## src/rtl/acorn128_tag_verify.sv

```systemverilog
// ACORN-128 decryption-side tag check: runs the finalization steps from the
// post-ciphertext state and compares the last TAG_W keystream bits against
// the received tag. Only the pass/fail verdict ever leaves the block.
//
// state   | meaning
// --------+-----------------------------------------------------------
// ST_IDLE | waiting for start; verdict from the last run held on tag_ok
// ST_RUN  | one finalization step per cycle, capturing the last TAG_W ks
// ST_CMP  | constant-time compare, registers verdict and pulses done
module acorn128_tag_verify #(
   parameter int FIN_STEPS = 768,
   parameter int TAG_W     = 128,
   parameter int CNT_W     = 10
) (
   input  logic               clk,
   input  logic               rst,
   input  logic               start,
   input  logic [292:0]       state_in,
   input  logic [TAG_W-1:0]   tag_in,
   output logic               busy,
   output logic               done,
   output logic               tag_ok
);

   localparam int              IDX_W     = $clog2(TAG_W);
   localparam logic [CNT_W-1:0] CAP_START = CNT_W'(FIN_STEPS - TAG_W);
   localparam logic [CNT_W-1:0] LAST_STEP = CNT_W'(FIN_STEPS - 1);

   typedef enum logic [1:0] {
      ST_IDLE,
      ST_RUN,
      ST_CMP
   } state_t;

   state_t             state_q, state_d;
   logic [292:0]       s_q, s_d;
   logic [TAG_W-1:0]   t_q, t_d;
   logic [TAG_W-1:0]   acc_q, acc_d;
   logic [CNT_W-1:0]   cnt_q, cnt_d;
   logic               busy_q, busy_d;
   logic               done_q, done_d;
   logic               ok_q, ok_d;

   logic [292:0]       s_fb;
   logic [292:0]       s_step;
   logic               ks;
   logic               fbit;
   logic [IDX_W-1:0]   cap_idx;

   function automatic logic maj(input logic x, input logic y, input logic z);
      return (x & y) ^ (x & z) ^ (y & z);
   endfunction

   function automatic logic ch(input logic x, input logic y, input logic z);
      return (x & y) ^ (~x & z);
   endfunction

   // One ACORN state-update step with m=0, ca=1, cb=1. The six feedback
   // updates run from high to low index, so each reads only untouched bits.
   always_comb begin
      s_fb      = s_q;
      s_fb[289] = s_q[289] ^ s_q[235] ^ s_q[230];
      s_fb[230] = s_q[230] ^ s_q[196] ^ s_q[193];
      s_fb[193] = s_q[193] ^ s_q[160] ^ s_q[154];
      s_fb[154] = s_q[154] ^ s_q[111] ^ s_q[107];
      s_fb[107] = s_q[107] ^ s_q[66]  ^ s_q[61];
      s_fb[61]  = s_q[61]  ^ s_q[23]  ^ s_q[0];
      ks   = s_fb[12] ^ s_fb[154] ^ maj(s_fb[235], s_fb[61], s_fb[193])
           ^ ch(s_fb[230], s_fb[111], s_fb[66]);
      fbit = s_fb[0] ^ ~s_fb[107] ^ maj(s_fb[244], s_fb[23], s_fb[160])
           ^ s_fb[196] ^ ks;
      s_step = {fbit, s_fb[292:1]};
   end

   // Next-state and datapath control for IDLE/RUN/CMP.
   always_comb begin
      state_d = state_q;
      s_d     = s_q;
      t_d     = t_q;
      acc_d   = acc_q;
      cnt_d   = cnt_q;
      busy_d  = busy_q;
      done_d  = 1'b0;
      ok_d    = ok_q;
      cap_idx = IDX_W'(cnt_q - CAP_START);
      unique case (state_q)
         ST_IDLE: begin
            // The state register already reads IDLE while done is high; that
            // cycle still belongs to the finishing run, so start is ignored.
            if (start && !done_q) begin
               s_d     = state_in;
               t_d     = tag_in;
               acc_d   = '0;
               cnt_d   = '0;
               ok_d    = 1'b0;
               busy_d  = 1'b1;
               state_d = ST_RUN;
            end
         end
         ST_RUN: begin
            s_d = s_step;
            if (cnt_q >= CAP_START) begin
               acc_d[cap_idx] = ks;
            end
            cnt_d = cnt_q + CNT_W'(1);
            if (cnt_q == LAST_STEP) begin
               state_d = ST_CMP;
            end
         end
         ST_CMP: begin
            ok_d    = ~|(acc_q ^ t_q);
            done_d  = 1'b1;
            busy_d  = 1'b0;
            state_d = ST_IDLE;
         end
         default: state_d = ST_IDLE;
      endcase
   end

   // State and datapath registers, cleared asynchronously by rst low.
   always_ff @(posedge clk or negedge rst) begin
      if (!rst) begin
         state_q <= ST_IDLE;
         s_q     <= '0;
         t_q     <= '0;
         acc_q   <= '0;
         cnt_q   <= '0;
         busy_q  <= 1'b0;
         done_q  <= 1'b0;
         ok_q    <= 1'b0;
      end else begin
         state_q <= state_d;
         s_q     <= s_d;
         t_q     <= t_d;
         acc_q   <= acc_d;
         cnt_q   <= cnt_d;
         busy_q  <= busy_d;
         done_q  <= done_d;
         ok_q    <= ok_d;
      end
   end

   assign busy   = busy_q;
   assign done   = done_q;
   assign tag_ok = ok_q;

endmodule

```

## config.mk

```make
export PLATFORM = sky130hd
export DESIGN_NAME = acorn128_tag_verify
export DESIGN_NICKNAME = d
export VERILOG_FILES = /design/src/rtl/acorn128_tag_verify.sv
export SDC_FILE = /design/constraint.sdc
export NUM_CORES = 1
export LEC_CHECK = 0
export ABC_AREA = 1
export BUFFER_PORTS_ARGS = -buffer_cell sky130_fd_sc_hd__clkbuf_2
export CORE_MARGIN = 1
export CORE_UTILIZATION = 50
export DETAILED_ROUTE_END_ITERATION = 16
export PLACE_DENSITY_LB_ADDON = 0.1
export SLEW_MARGIN = 10
export SYNTH_ARGS = -nofsm -noshare
export SYNTH_HDL_FRONTEND = slang
export SYNTH_SLANG_ARGS = --single-unit
export TNS_END_PERCENT = 50
```

## constraint.sdc

```tcl
create_clock -name clk -period 2.2 [get_ports clk]
set_clock_uncertainty 0.2 [all_clocks]
set_input_delay 0.44 -clock clk [delete_from_list [all_inputs] [get_ports clk]]
set_output_delay 0.44 -clock clk [all_outputs]
set_load 0.01 [all_outputs]
```

# Word-level counts from Yosys, hierarchy flattened
# Index checks and enable logic that the tools add are counted.
# op_classes
n_addsub,2
mul,0
div_mod_pow,0
order_cmp,3
eq_ne,6
shifts,0
n_mux,18
bitwise_logic,35
reduce_logical,13
# op_table
op,n
$pmux 293 s2,1
$mux 293,1
$mux 128,2
$pmux 128 s2,1
$bwmux 128,1
$reduce_or 128->1,1
$xor 128x128->128,1
$xor 1x1->1,24
$pmux 10 s2,1
$add 10x1->10 const B,1
$eq 10x10->1 const B,1
$ge 10x10->1 const B,1
$mux 10,1
$and 1x1->1,8
$lt 7x8->1 const B,1
$reduce_and 2->1,4
$demux 1 s7,1
$ge 7x1->1 const B,1
$sub 7x1->7 const B,1
$ne 2x2->1 const B,3
$mux 1,4
$mux 2,2
$pmux 1 s2,2
$pmux 2 s2,1
8 further kinds,12
# totals
reg_bits,564
latch_bits,0
ram_bits,0
rom_bits,0
word_cells,85
n_memories,0

# Longest topological paths before layout
# depth
ltp_word,10
ltp_mapped,15

# Least setup slack after synthesis
# No wires, ideal clock.
# synth_timing
path_type,in2reg
from,input port start
to,register acc_q[48]
setup_ns,0.063
arrival_time_ns,1.597
required_time_ns,1.937
setup_slack_ns,0.340
cell_stages,12
path_buffers,2
path_cell_list,inv_1 -> nor2_1 -> nand2_2 -> nand2_2 -> buf_6 -> nand2_4 -> nor2_4 -> buf_4 -> nand2_1 -> a21oi_1 -> o21ai_1 -> inv_1
# synth_via
elab_chain_cells,3
# synth_lines
item,line,text
"start, declared",17,"input logic start,"
$logic_and 1x1->1,90,if (start && !done_q) begin
$ne 2x2->1 (no line),n/a,
$reduce_and 3->1 (no line),n/a,
"end signal, assigned",126,acc_q <= '0;
"end signal, assigned",135,acc_q <= acc_d;
"end, declared",38,"logic [TAG_W-1:0] acc_q, acc_d;"
# Every way passes these cells.
# A chain may end at the register's enable or synchronous reset.

# Worst setup path in the final report
# layout_timing
from,"register done_q, in the netlist done"
to,register s_q[104]
# layout_via
elab_chain_cells,4
# layout_lines
item,line,text
"start, declared",41,"logic done_q, done_d;"
"start signal, assigned",138,done_q <= done_d;
$logic_not 1->1,90,
$logic_and 1x1->1,90,
$ne 2x2->1 (no line),n/a,
$reduce_and 2->1 (no line),n/a,
"end signal, assigned",124,s_q <= '0;
"end signal, assigned",133,s_q <= s_d;
"end, declared",36,"logic [292:0] s_q, s_d;"
# Every way passes these cells.

==> reports/results.txt <==
Most used DFF post-synth -> dfrtp_1
Core Util, Final -> 69.6%
Post-Place Setup Slack -> -0.0179 ns
First-pass GRT wire length -> 134 mm
Met2 Use GR -> 52.2%
Layout area overhead -> 36.3%
Count leader, synth -> nand2_1
Slowest Stage Delay on Critical Path -> 0.42 ns
Critical Path AT -> 2.41 ns
Status -> finished clean
GP Congestion -> 0.875
Clk sinks -> 564
Met1 Resource Use GR -> 36.6%
Storage cell area -> 0.0141 mm^2
Crit share post-route -> 97.2%
Gate Count Post-Synth -> 3300
Setup-failing EPs final -> 0
GR Util met3 -> 5.03%
Final hold violations -> 0
Total grt overflow -> 0
Max FO, Critical Path -> 123
CTS Buf Count -> 61
CTS tree -> built
Startpoint types -> register
Worst path slowest cell -> nor3_1
Post-synthesis sequential area ratio -> 52.1%
Syn Area/Cell -> 8.22 um^2
Vias in the first global route -> 26300
PwrDens -> 603 mW/mm^2
Synth Register Bits -> 564
Mapped Area -> 0.0271 mm^2
Site row count -> 84
Peak supply drop -> 0.590 mV
Synthesized Nets -> 3726
Final instance area -> 0.0370 mm^2
Leading area contributor after synthesis -> dfrtp_1
Drt wl/cell -> 17.0 um
Initial DRT Pass Iterations -> 6
Fmax achieved -> 467 MHz
Final #Nets -> 4541
Syn. warnings -> 0
Post-synth top cells -> nand2_1 (776), inv_1 (572), dfrtp_1 (564)
Worst Hold Class -> in2reg
Clock Latency Late Sink -> 0.62 ns
Pleak -> 17.9 nW
Clock root buffer -> clkbuf_16
Slew @ Worst Pin -> 0.665 ns
Num ports -> 427
Drt drc -> 0
Synth top area cells -> dfrtp_1 (52%), nand2_1 (11%), inv_1 (7.9%)
CP required -> 2.47 ns
Die ar. -> 0.0552 mm^2
Starting Density -> 51.1%
CTS H-tree lvls -> 2
Largest net degree at the start of global routing -> 124
Initial antenna violation count -> 18
Vias per cell -> 5.33
Number of synthesized flops with an enable pin -> 0
Placed Area -> 0.0308 mm^2
Worst path cell trace -> nor2_1 -> buf_4 -> nand2_8 -> buf_4 -> buf_16 -> nor3_1 -> a221oi_2
Core footprint -> 0.0531 mm^2
Final WS setup -> 0.0605 ns
Fin. max-slew vios -> 0
Worst-path clk slew -> 0.06 ns
Port bufs -> 426
Chip height -> 235 um
Die Wd -> 235 um
Max_cap viols -> 0
Final Total Pwr -> 0.0223 W
Final setup TNS -> 0 ns
Iteration-0 DRC Markers -> 1942
Clock tree buffer depth -> 3
Share of the synthesized area in the top cell type -> 52.1%
Top cell by count, worst path -> buf_4
CP endpoint kind -> register
DP Wirelength -> 52.5 mm
Crit Path Class -> reg2reg
Fillers -> 4002
Area of the multi-input gates -> 0.0100 mm^2
Count of cell types in the netlist -> 33
Post-synthesis async set-or-reset flop share -> 100%
Max_slew headroom -> 55.6%
GR peak layer -> met2
Minimum clock period -> 2.14 ns
Vias -> 25900
Layout cell share with drive strength beyond 1 -> 16.5%
Global router's overall resource usage -> 29.9%
Antenna Nets Post-Route -> 0
Final Routed Wirelength -> 82.7 mm
-- registers in the layout, indices dropped and copies added, names as in the netlist --
name and count:
busy 1, state_q 2, t_q 128, s_q 293, cnt_q 10, tag_ok 1
acc_q 128, done 1
-- stage by stage --
stage,hold slack (ns),std cells
finish,0.0276,4862
global route,0.0317,4862
CTS,0.00265,4845
detailed placement,0.135,4341
global placement,0.134,4341
floorplan,-0.0556,3300
-- cells in the final DEF (no fill, tap or decap), drive strengths merged --
| master | Yosys | routed |
|---|---|---|
| nand4 | 27 | 27 |
| o22ai | 17 | 17 |
| dfrtp | 564 | 564 |
| xor2 | 20 | 20 |
| xnor2 | 42 | 42 |
| o211ai | 102 | 102 |
| dlygate4sd3 | 0 | 396 |
| o21a | 1 | 1 |
| nor3 | 140 | 140 |
| a31oi | 56 | 56 |
| inv | 577 | 577 |
| nor2 | 137 | 137 |
| o2111ai | 1 | 1 |
| buf | 75 | 125 |
| diode | 0 | 14 |
| bufinv | 0 | 7 |
| a21oi | 132 | 132 |
| ha | 2 | 2 |
| clkbuf | 120 | 510 |
| clkinvlp | 0 | 4 |
| o21ai | 322 | 322 |
| or2 | 1 | 1 |
| nand2 | 790 | 791 |
| clkinv | 0 | 12 |
| a221oi | 132 | 132 |
| o32ai | 2 | 2 |
| nand3 | 40 | 40 |
-- routing by layer --
layer	share of wire (%)	wire, um	vias up
met3	5.9	4850	252
met5	0.057	47	-
met2	50	41500	870
met4	4.0	3290	8
li1	-	-	12400
met1	40	32900	12400
-- final timing paths --
| path | slack, ns | cells past startpoint | end | startpoint |
|---|---|---|---|---|
| setup / recovery | 0.06 | 7 | s_q[104] | done |
| hold / removal | 0.03 | 3 | s_q[64] | state_in[64] |
| setup reg to reg | 0.06 | 7 | s_q[104] | done |
| hold reg to reg | 0.29 | 2 | s_q[290] | s_q[290] |
| max in group asynchronous | 0.87 | 4 | s_q[84] | rst |
| min in group asynchronous | 0.09 | 2 | t_q[92] | rst |
-- critical path, delay by kind of cell (launching register included) --
kind,cells,cell delay (ns)
AND/OR/NAND/NOR,3,0.61
flip-flops,1,0.38
AO/OA/AOI/OAI,1,0.08
buffers and inverters,3,0.55
-- power breakdown --
part           switching [W]  internal, W  total, W
combinational       0.000536     0.000791   0.00133
sequential        0.00000475       0.0104    0.0104
clock                0.00425      0.00634    0.0106
-- final cells by class --
type | instances | share of cell area (%)
Inverter | 577 | 5.91
Clock inverter | 23 | 0.812
Tap cell | 688 | 2.33
Timing Repair Buffer | 946 | 20.9
Sequential cell | 564 | 38.2
Antenna cell | 14 | 0.0948
Clock buffer | 85 | 4.75
Multi-Input combinational cell | 1965 | 27.1
-- cells by family after synthesis --
kind of cell	Yosys count	share of synthesized area [%]
XOR/XNOR	62	2.00
buffers and inverters	772	11.4
flip-flops	564	52.1
AND/OR/NAND/NOR	1135	17.2
AO/OA/AOI/OAI	765	17.3
adder cells (fa/ha/maj)	2	0.0923
-- what timing repair did --
item	4_1_cts	5_1_grt
endpoints found under the hold margin	617	0
hold buffers	396	0
setup endpoints to repair	0	126
resized for setup	0	11
buffers inserted	0	2
Power figures use the tool's default switching activity.
